$ cat config.mk
export PLATFORM = sky130hd
export DESIGN_NAME = multi_cycle_cpu
export DESIGN_NICKNAME = d
export VERILOG_FILES = /design/src/rtl/cpu_pkg.sv /design/src/rtl/cpu_regfile.sv /design/src/rtl/multi_cycle_cpu.sv
export SDC_FILE = /design/constraint.sdc
export NUM_CORES = 2
export LEC_CHECK = 0
export BUFFER_PORTS_ARGS = -buffer_cell sky130_fd_sc_hd__buf_2
export CAP_MARGIN = 40
export CORE_MARGIN = 2
export CORE_UTILIZATION = 45
export DETAILED_ROUTE_END_ITERATION = 7
export SYNTH_ARGS = -nofsm -noshare
export SYNTH_HDL_FRONTEND = slang
export SYNTH_SLANG_ARGS = --single-unit
$ cat constraint.sdc
create_clock -name clk_i -period 13.7 [get_ports clk_i]
set_input_delay 2.74 -clock clk_i [delete_from_list [all_inputs] [get_ports clk_i]]
set_output_delay 2.74 -clock clk_i [all_outputs]
set_load 0.005 [all_outputs]
$ cat src/rtl/cpu_pkg.sv
// rtl/cpu_pkg.sv - shared types, opcodes and immediate decode for multi_cycle_cpu
package cpu_pkg;

  typedef enum logic [2:0] {
    S_FETCH,
    S_DECODE,
    S_EXEC,
    S_MEM,
    S_WB,
    S_HALT
  } state_e;

  localparam logic [6:0] OP_R   = 7'b0110011;
  localparam logic [6:0] OP_I   = 7'b0010011;
  localparam logic [6:0] OP_LW  = 7'b0000011;
  localparam logic [6:0] OP_SW  = 7'b0100011;
  localparam logic [6:0] OP_BEQ = 7'b1100011;

  typedef enum logic [2:0] {
    ALU_ADD,
    ALU_SUB,
    ALU_AND,
    ALU_OR,
    ALU_SLT
  } alu_op_e;

  typedef enum logic [1:0] {
    IMM_I,
    IMM_S,
    IMM_B
  } imm_fmt_e;

  function automatic logic [31:0] imm_gen(input logic [31:0] ir, input imm_fmt_e fmt);
    logic [31:0] imm;
    case (fmt)
      IMM_S:   imm = {{20{ir[31]}}, ir[31:25], ir[11:7]};
      IMM_B:   imm = {{19{ir[31]}}, ir[31], ir[7], ir[30:25], ir[11:8], 1'b0};
      default: imm = {{20{ir[31]}}, ir[31:20]};
    endcase
    return imm;
  endfunction

endpackage

$ cat src/rtl/cpu_regfile.sv
// rtl/cpu_regfile.sv - REG_COUNT x XLEN register file, 2 async reads, 1 sync write, x0 hardwired to zero
module cpu_regfile
  import cpu_pkg::*;
#(
  parameter int XLEN      = 32,
  parameter int REG_COUNT = 32
) (
  input  logic            clk_i,
  input  logic            rst_i,
  input  logic [4:0]      rs1_i,
  input  logic [4:0]      rs2_i,
  output logic [XLEN-1:0] rd1_o,
  output logic [XLEN-1:0] rd2_o,
  input  logic            we_i,
  input  logic [4:0]      rd_i,
  input  logic [XLEN-1:0] wd_i
);

  localparam int IDX_W = $clog2(REG_COUNT);

  logic [XLEN-1:0] regs_q [REG_COUNT];

  always_ff @(posedge clk_i) begin
    if (rst_i) begin
      for (int i = 0; i < REG_COUNT; i++) begin
        regs_q[i] <= '0;
      end
    end else if (we_i && rd_i != 5'd0 && int'(rd_i) < REG_COUNT) begin
      regs_q[rd_i[IDX_W-1:0]] <= wd_i;
    end
  end

  // Out-of-range indices are trapped as illegal in decode; reading zero here just keeps them harmless.
  assign rd1_o = (rs1_i != 5'd0 && int'(rs1_i) < REG_COUNT) ? regs_q[rs1_i[IDX_W-1:0]] : '0;
  assign rd2_o = (rs2_i != 5'd0 && int'(rs2_i) < REG_COUNT) ? regs_q[rs2_i[IDX_W-1:0]] : '0;

endmodule

$ cat src/rtl/multi_cycle_cpu.sv
// rtl/multi_cycle_cpu.sv - RV32I-subset multi-cycle core with handshaked instruction/data memories
// Optional CPU_PERF_CNT_EN adds cycle_cnt_o and instret_o counters.
module multi_cycle_cpu
  import cpu_pkg::*;
#(
  parameter int              XLEN      = 32,
  parameter int              REG_COUNT = 32,
  parameter logic [XLEN-1:0] RESET_PC  = '0
) (
  input  logic            clk_i,
  input  logic            rst_i,
  output logic            imem_req_o,
  output logic [XLEN-1:0] imem_addr_o,
  input  logic            imem_ack_i,
  input  logic [31:0]     imem_rdata_i,
  output logic            dmem_req_o,
  output logic            dmem_we_o,
  output logic [XLEN-1:0] dmem_addr_o,
  output logic [XLEN-1:0] dmem_wdata_o,
  input  logic            dmem_ack_i,
  input  logic [XLEN-1:0] dmem_rdata_i,
  output logic            retire_o,
  output logic            halt_o,
  output logic [XLEN-1:0] pc_o
`ifdef CPU_PERF_CNT_EN
  ,
  output logic [63:0]     cycle_cnt_o,
  output logic [63:0]     instret_o
`endif
);

  state_e          state_q;
  logic [XLEN-1:0] pc_q;
  logic [31:0]     ir_q;
  logic [XLEN-1:0] a_q, b_q, imm_q, alu_q, mdr_q;
  logic            imem_req_q, dmem_req_q, dmem_we_q, halt_q;
  logic [XLEN-1:0] dmem_addr_q, dmem_wdata_q;

  logic [6:0] opcode, funct7;
  logic [4:0] rd, rs1, rs2;
  logic [2:0] funct3;
  assign opcode = ir_q[6:0];
  assign rd     = ir_q[11:7];
  assign funct3 = ir_q[14:12];
  assign rs1    = ir_q[19:15];
  assign rs2    = ir_q[24:20];
  assign funct7 = ir_q[31:25];

  alu_op_e  alu_op;
  imm_fmt_e imm_fmt;
  logic     illegal, uses_rd, uses_rs2;

  always_comb begin
    alu_op   = ALU_ADD;
    imm_fmt  = IMM_I;
    illegal  = 1'b0;
    uses_rd  = 1'b0;
    uses_rs2 = 1'b0;
    case (opcode)
      OP_R: begin
        uses_rd  = 1'b1;
        uses_rs2 = 1'b1;
        case ({funct7, funct3})
          {7'b0000000, 3'b000}: alu_op = ALU_ADD;
          {7'b0100000, 3'b000}: alu_op = ALU_SUB;
          {7'b0000000, 3'b111}: alu_op = ALU_AND;
          {7'b0000000, 3'b110}: alu_op = ALU_OR;
          {7'b0000000, 3'b010}: alu_op = ALU_SLT;
          default:              illegal = 1'b1;
        endcase
      end
      OP_I: begin
        uses_rd = 1'b1;
        illegal = (funct3 != 3'b000);
      end
      OP_LW: begin
        uses_rd = 1'b1;
        illegal = (funct3 != 3'b010);
      end
      OP_SW: begin
        uses_rs2 = 1'b1;
        imm_fmt  = IMM_S;
        illegal  = (funct3 != 3'b010);
      end
      OP_BEQ: begin
        uses_rs2 = 1'b1;
        imm_fmt  = IMM_B;
        illegal  = (funct3 != 3'b000);
      end
      default: illegal = 1'b1;
    endcase
    if (int'(rs1) >= REG_COUNT || (uses_rs2 && int'(rs2) >= REG_COUNT) ||
        (uses_rd && int'(rd) >= REG_COUNT)) begin
      illegal = 1'b1;
    end
  end

  logic [XLEN-1:0] imm_x;
  assign imm_x = XLEN'($signed(imm_gen(ir_q, imm_fmt)));

  logic [XLEN-1:0] rf_rd1, rf_rd2;

  cpu_regfile #(
    .XLEN      (XLEN),
    .REG_COUNT (REG_COUNT)
  ) u_regfile (
    .clk_i (clk_i),
    .rst_i (rst_i),
    .rs1_i (rs1),
    .rs2_i (rs2),
    .rd1_o (rf_rd1),
    .rd2_o (rf_rd2),
    .we_i  (state_q == S_WB),
    .rd_i  (rd),
    .wd_i  ((opcode == OP_LW) ? mdr_q : alu_q)
  );

  logic [XLEN-1:0] alu_b, alu_res, pc_plus4, br_target;
  logic            br_taken, br_misaligned;

  assign alu_b = (opcode == OP_R) ? b_q : imm_q;

  always_comb begin
    alu_res = '0;
    case (alu_op)
      ALU_SUB: alu_res = a_q - alu_b;
      ALU_AND: alu_res = a_q & alu_b;
      ALU_OR:  alu_res = a_q | alu_b;
      ALU_SLT: alu_res = XLEN'($signed(a_q) < $signed(alu_b));
      default: alu_res = a_q + alu_b;
    endcase
  end

  assign pc_plus4      = pc_q + XLEN'(4);
  assign br_target     = pc_q + imm_q;
  assign br_taken      = (a_q == b_q);
  assign br_misaligned = br_taken && (br_target[1:0] != 2'b00);

  always_ff @(posedge clk_i) begin
    if (rst_i) begin
      state_q      <= S_FETCH;
      pc_q         <= RESET_PC;
      ir_q         <= '0;
      a_q          <= '0;
      b_q          <= '0;
      imm_q        <= '0;
      alu_q        <= '0;
      mdr_q        <= '0;
      imem_req_q   <= 1'b0;
      dmem_req_q   <= 1'b0;
      dmem_we_q    <= 1'b0;
      dmem_addr_q  <= '0;
      dmem_wdata_q <= '0;
      halt_q       <= 1'b0;
    end else begin
      case (state_q)
        S_FETCH: begin
          // After reset the request rises one cycle late, so an ack left over from before reset is never taken.
          if (!imem_req_q) begin
            imem_req_q <= 1'b1;
          end else if (imem_ack_i) begin
            ir_q       <= imem_rdata_i;
            imem_req_q <= 1'b0;
            state_q    <= S_DECODE;
          end
        end
        S_DECODE: begin
          if (illegal) begin
            halt_q  <= 1'b1;
            state_q <= S_HALT;
          end else begin
            a_q     <= rf_rd1;
            b_q     <= rf_rd2;
            imm_q   <= imm_x;
            state_q <= S_EXEC;
          end
        end
        S_EXEC: begin
          alu_q <= alu_res;
          if (opcode == OP_BEQ) begin
            if (br_misaligned) begin
              halt_q  <= 1'b1;
              state_q <= S_HALT;
            end else begin
              pc_q       <= br_taken ? br_target : pc_plus4;
              imem_req_q <= 1'b1;
              state_q    <= S_FETCH;
            end
          end else if (opcode == OP_LW || opcode == OP_SW) begin
            if (alu_res[1:0] != 2'b00) begin
              halt_q  <= 1'b1;
              state_q <= S_HALT;
            end else begin
              dmem_req_q   <= 1'b1;
              dmem_we_q    <= (opcode == OP_SW);
              dmem_addr_q  <= alu_res;
              dmem_wdata_q <= b_q;
              state_q      <= S_MEM;
            end
          end else begin
            state_q <= S_WB;
          end
        end
        S_MEM: begin
          if (dmem_ack_i) begin
            dmem_req_q <= 1'b0;
            dmem_we_q  <= 1'b0;
            if (dmem_we_q) begin
              pc_q       <= pc_plus4;
              imem_req_q <= 1'b1;
              state_q    <= S_FETCH;
            end else begin
              mdr_q   <= dmem_rdata_i;
              state_q <= S_WB;
            end
          end
        end
        S_WB: begin
          pc_q       <= pc_plus4;
          imem_req_q <= 1'b1;
          state_q    <= S_FETCH;
        end
        default: state_q <= S_HALT;
      endcase
    end
  end

  // Stores retire on the ack itself, so the strobe has to be decoded from state and handshake.
  assign retire_o = !rst_i &&
                    ((state_q == S_WB) ||
                     (state_q == S_MEM && dmem_we_q && dmem_ack_i) ||
                     (state_q == S_EXEC && opcode == OP_BEQ && !br_misaligned));

  assign imem_req_o   = imem_req_q;
  assign imem_addr_o  = pc_q;
  assign dmem_req_o   = dmem_req_q;
  assign dmem_we_o    = dmem_we_q;
  assign dmem_addr_o  = dmem_addr_q;
  assign dmem_wdata_o = dmem_wdata_q;
  assign halt_o       = halt_q;
  assign pc_o         = pc_q;

`ifdef CPU_PERF_CNT_EN
  logic [63:0] cycle_cnt_q, instret_q;

  always_ff @(posedge clk_i) begin
    if (rst_i) begin
      cycle_cnt_q <= '0;
      instret_q   <= '0;
    end else begin
      cycle_cnt_q <= cycle_cnt_q + 64'd1;
      if (retire_o) begin
        instret_q <= instret_q + 64'd1;
      end
    end
  end

  assign cycle_cnt_o = cycle_cnt_q;
  assign instret_o   = instret_q;
`endif

endmodule

# Word level (Yosys, flattened, before mapping)

Memory sizes are Yosys's and may differ from the RTL's. A register that Yosys moved wholly into a read port is not among the register bits.
Index checks and enable logic that the tools add are counted.

Add/subtract/negate cells: 4
Order comparisons: 1
Equality and inequality tests: 34
Mux-type cells: 61
Bitwise logic cells: 6
Reductions and logical operators: 37

Operator list:

| cell                                                              | number |
|---|---|
| 32-bit two-way mux                                                | 10 |
| 32-bit one-hot mux with 4 select lines                            | 1 |
| 32-bit one-hot mux with 3 select lines                            | 1 |
| 32-bit adder                                                      | 2 |
| 32-bit by 3-bit adder with 32-bit output (second input constant)  | 1 |
| 32-bit bitwise AND                                                | 1 |
| 32-bit == test                                                    | 1 |
| 32-bit < comparator                                               | 1 |
| 32-bit OR                                                         | 1 |
| 32-bit OR reduction                                               | 1 |
| 32-bit subtractor                                                 | 1 |
| 3-bit two-way mux                                                 | 10 |
| 1-bit two-way mux                                                 | 25 |
| 5-bit two-way mux                                                 | 5 |
| 12-bit one-hot mux with 2 select lines                            | 1 |
| 10-bit by 3-bit == test with 1-bit output (second input constant) | 2 |
| 5-bit AND reduction                                               | 4 |
| 2-bit inequality test (second input constant)                     | 9 |
| 3-bit one-hot mux with 5 select lines                             | 1 |
| 5-bit nonzero test                                                | 3 |
| 7-bit by 6-bit == test with 1-bit output (second input constant)  | 2 |
| 3-bit by 2-bit == test with 1-bit output (second input constant)  | 4 |
| 3-bit one-hot mux with 4 select lines                             | 1 |
| 10-bit by 2-bit == test with 1-bit output (second input constant) | 1 |
| 29 further kinds                                                  | 54 |

Bits in registers: 276
RAM bits: 1024
Memories kept: 1

Memories:

| memory           | words | bits a word | read ports | clocked after memory_dff | wr ports | line              | text |
|---|---|---|---|---|---|---|---|
| u_regfile.regs_q | 32    | 32          | 2          | 2                        | 32       | cpu_regfile.sv:21 | `logic [XLEN-1:0] regs_q [REG_COUNT];` |

# Depth between registers and ports, before layout

Word-level depth: 10
Gate-level depth with buffers: 20
Depth with buffers taken out: 16

# Cells and area by module

From an unflattened synthesis, not the netlist that was laid out.

Cells, all modules: 5965
Area total of the unflattened synthesis: 72508.3 um2

By module, submodules not included:

| module          | times used | cells an instance | area an instance (um2) | seq. area each (um2) |
|---|---|---|---|---|
| cpu_regfile     | 1          | 3502              | 54257.0                | 30749.5 |
| multi_cycle_cpu | 1          | 2463              | 18251.3                | 5525.3 |

# Least setup slack after synthesis

OpenSTA, ideal clock, no wires.

Path type: in2out
From: input port dmem_ack_i
To: output port retire_o
Data arrival time: 3394 ps
Required time: 10960 ps
Path slack: 7566 ps
Stages: 4
Path buffers: 1
Cells stage by stage: nand2_1 o221ai_1 buf_2 and2_1

Longest elaborated chain between the ends: 4

Ends and longest elaborated chain:

| what               | line                   | text |
|---|---|---|
| start: declaration | multi_cycle_cpu.sv:20  | `input logic dmem_ack_i,` |
| 1-bit logical AND  | multi_cycle_cpu.sv:231 | `(state_q == S_MEM && dmem_we_q && dmem_ack_i) \|\|` |
| 1-bit logical OR   | multi_cycle_cpu.sv:230 | `((state_q == S_WB) \|\|` |
| 1-bit logical OR   | multi_cycle_cpu.sv:231 |  |
| 1-bit logical AND  | multi_cycle_cpu.sv:229 | `assign retire_o = !rst_i &&` |
| end: declaration   | multi_cycle_cpu.sv:22  | `output logic retire_o,` |

Every way passes these cells.

# Worst setup path in the final report

From: input port rst_i
To: output port retire_o

Longest elaborated chain between the ends: 2

Ends and longest elaborated chain:

| what               | line                   | text |
|---|---|---|
| start: declaration | multi_cycle_cpu.sv:11  | `input logic rst_i,` |
| 1-bit logical NOT  | multi_cycle_cpu.sv:229 |  |
| 1-bit logical AND  | multi_cycle_cpu.sv:229 |  |

Every way passes these cells.

==> flow_metrics.py <==
metrics = {
    "outcome": {
        "status": "finished clean",
    },
    "detailed_routing": {
        "vias": 48900,
        "antenna_left": 0,
        "drt_wl_total_mm": 230.5,
        "drt_iter0_drc": 6011,
        "drc": 0,
        "viasPerCell": 6.343,
        "drt_first_pass_iters": 6,
        "routedWlPerCell_um": 29.90,
    },
    "hold_path": {
        "min_from": "dmem_wdata_o[28]",
        "holdCritPathClass": "reg -> reg",
    },
    "floorplan": {
        "core_area_mm2": 0.1539,
        "rows": 144,
        "die_area_mm2": 0.1580,
        "ios": 201,
        "die_h_um": 397.5,
        "die_x_um": 397.5,
        "initial_utilization_pct": 45.30,
    },
    "sta": {
        "fin_worst_skew_ps": 29.71,
        "rsz0062_at_grt": "no",
        "period_needed_ps": 6880,
        "period_share_pct": 50.22,
        "setup_slack_ps": 6820,
        "report.final.slew_viol_count": 0,
        "hold_violations": 0,
        "slew_headroom_pct": 34.61,
        "fin_tns_setup_ps": 0,
        "tightest_slew_ps": 980.9,
        "finalSetupViolations": 0,
        "fmax_mhz": 145.3,
        "hold_slack_ps": 450.5,
    },
    "cells_and_area": {
        "seqCellArea_mm2": 0.03651,
        "num-nets-final": 5748,
        "fin_area_mm2": 0.07845,
        "drive_gt1_share_pct": 25.41,
        "multi_input_comb_area_mm2": 0.03136,
        "fillers": 13090,
        "area_growth_pct": 12.56,
        "utilization_pct": 50.99,
        "instances_no_fill": 7710,
    },
    "setup_path": {
        "path_max_fanout": 63,
        "cp-end-kind": "primary output",
        "startpoint": "rst_i",
        "cp-start-kind": "primary input",
        "path_class": "in -> out",
        "arrival_ps": 4140,
        "cp_slowest_stage_delay_ps": 610,
        "r2r-start": "ir_q[3]",
        "path_buf_inv": 4,
        "cp.required_ps": 10960,
        "worst_path_max_delay_cell": "buf_4",
        "crit_family": "buffers and inverters",
        "path_cells": "buf_8 > buf_4 > inv_2 > and2_1 > buf_2",
    },
    "global_route": {
        "grt_pass1_wl_mm": 331.6,
        "grt_max_degree": 129,
        "antenna_found_initial": 10,
        "gr-usage-all-layers_pct": 29.02,
        "first_global_vias": 46740,
        "overflow": 0,
    },
    "cts": {
        "insertion_delay_ps": 800,
        "cts_max_path_buffers": 3,
        "post_cts_buffers": 0,
        "hold_buffers": 0,
        "cts_resized": 0,
        "clkTransAtPathRegs_ps": 60,
        "clock-root-buffer": "clkbuf_16",
        "numCtsBuffers": 147,
        "cts_max_level": 4,
        "cts_tree": "built",
        "numClockSinks": 1310,
    },
    "synth": {
        "postSynthAreaPerCell_um2": 12.58,
        "ys_types": 94,
        "yosysWarnings": 0,
        "ys_seq_area_share_pct": 52.33,
        "async_flop_share_pct": 0,
        "synth_cells": 5542,
        "syn_area_mm2": 0.06970,
        "synth-edff-count": 1024,
        "ys_seq_elements": 1310,
        "synth_flop_cell": "edfxtp_1",
    },
    "place": {
        "dp_hpwl_mm": 156.2,
        "dp.cells": 7441,
        "io_buffers": 200,
        "dp_slack_ps": 6822,
        "gp_congestion": 0.9249,
        "placed_area_mm2": 0.07369,
    },
    "pwr": {
        "power_mw": 10.04,
        "p_per_area_mw_per_mm2": 128.0,
        "power.leakage_nw": 25.70,
        "irDropWorstVdd_v": 0.0001271,
    },
    "flow_run": {
        "max_cap_violations": 0,
    },
}
==> layout make-up <==
type                    instances  share of cell area, %
repair buffers                355                  3.624
clock inverters                84                  1.045
diodes                          2               0.006379
inverters                     111                 0.5311
clock buffers                 183                  5.021
well taps                    2044                  3.260
multi-input cells            3621                  39.98
flip-flops and latches       1310                  46.54
==> worst reg2reg max path: stages, from the launching register on <==
cell	delay [ps]
dfxtp_1	310
nand4bb_1	380
nor3_4	240
buf_4	520
nor2b_1	130
buf_4	250
a21o_1	240
inv_1	80
ha_1	450
nand2_1	270
o31ai_1	430
nand3_1	180
a211oi_1	790
o21bai_1	280
a211oi_1	440
o31ai_1	170
o21ai_0	190
nand3_1	90
a21oi_1	150
==> final timing paths <==
path / endpoint / slack (ps) / cells after the start
max reg2reg: alu_q[30] / 8020 / 18
max: retire_o / 6820 / 5
min: dmem_wdata_o[28] / 450 / 2
min reg2reg: dmem_wdata_o[28] / 450 / 2
==> report_power, final <==
part | internal, mW | total (mW) | switching, mW
combinational | 0.664 | 1.50 | 0.836
sequential | 4.42 | 4.57 | 0.154
clock | 2.29 | 3.97 | 1.68
==> sequential cells by signal, summed over array words and instances (netlist names), named ones only <==
name / count
imem_addr_o: 32
u_regfile.regs_q: 1024
imm_q: 13
halt_o: 1
state_q: 3
b_q: 32
dmem_addr_o: 32
dmem_req_o: 1
a_q: 32
dmem_wdata_o: 32
mdr_q: 32
alu_q: 32
ir_q: 32
dmem_we_o: 1
imem_req_o: 1
==> cell usage in the layout (no fill, tap or decap), types with 22 or more instances in the layout <==
cell and instances:
inv_1 109, nand2_1 359, edfxtp_1 1024, buf_2 200, o21ai_0 145, a22oi_1 73
mux2i_4 32, mux4_2 640, dfxtp_1 275, buf_4 109, buf_12 29, nor3_1 38
mux2_2 77, nand3_1 36, a21o_1 44, clkbuf_1 28, clkbuf_16 151, ha_1 131
nand2_2 62, clkinv_1 30, a21oi_1 270, o21a_1 26, clkinv_2 22, xnor2_1 53
nand4_1 25, nor2_1 1200, a211oi_1 45, conb_1 32
==> cell families (layout without fill, tap and decap cells) <==
kind of cell,after synthesis,after routing,synth area share (%)
AO/OA/AOI/OAI,782,782,7.377
XOR/XNOR,64,64,0.8043
adder cells (fa/ha/maj),134,134,2.438
buffers and inverters,642,733,3.739
flip-flops,1310,1310,52.33
multiplexers,754,754,22.46
other,1,34,0.005381
AND/OR/NAND/NOR,1855,1855,10.84
==> cells in the mapped netlist, types with 21 or more instances <==
library cell / n / area share, %
nor2_1: 1201 / 6.5
edfxtp_1: 1024 / 44
mux4_2: 640 / 21
nand2_1: 421 / 2.3
clkbuf_1: 375 / 2.0
dfxtp_1: 286 / 8.2
a21oi_1: 270 / 1.9
o21ai_0: 145 / 1.0
ha_1: 131 / 2.4
inv_1: 110 / 0.59
mux2_2: 77 / 1.2
a22oi_1: 73 / 0.79
buf_1: 73 / 0.39
xnor2_1: 53 / 0.67
buf_2: 46 / 0.33
a211oi_1: 45 / 0.48
a21o_1: 44 / 0.47
nor3_1: 38 / 0.27
buf_4: 37 / 0.40
mux2i_1: 36 / 0.52
nand3_1: 36 / 0.26
o21a_1: 26 / 0.28
nand4_1: 25 / 0.22
nand2b_1: 21 / 0.19
==> per-layer routing <==
| metal | up-vias | GRT usage, % | routed length [um] |
|---|---|---|---|
| met5 | - | 0 | 41 |
| met4 | 6 | 13.07 | 11750 |
| met3 | 438 | 5.660 | 23220 |
| met2 | 2829 | 43.74 | 104200 |
| met1 | 24890 | 40.85 | 91340 |
| li1 | 20740 | - | - |
(Power assumes the default switching activity.)
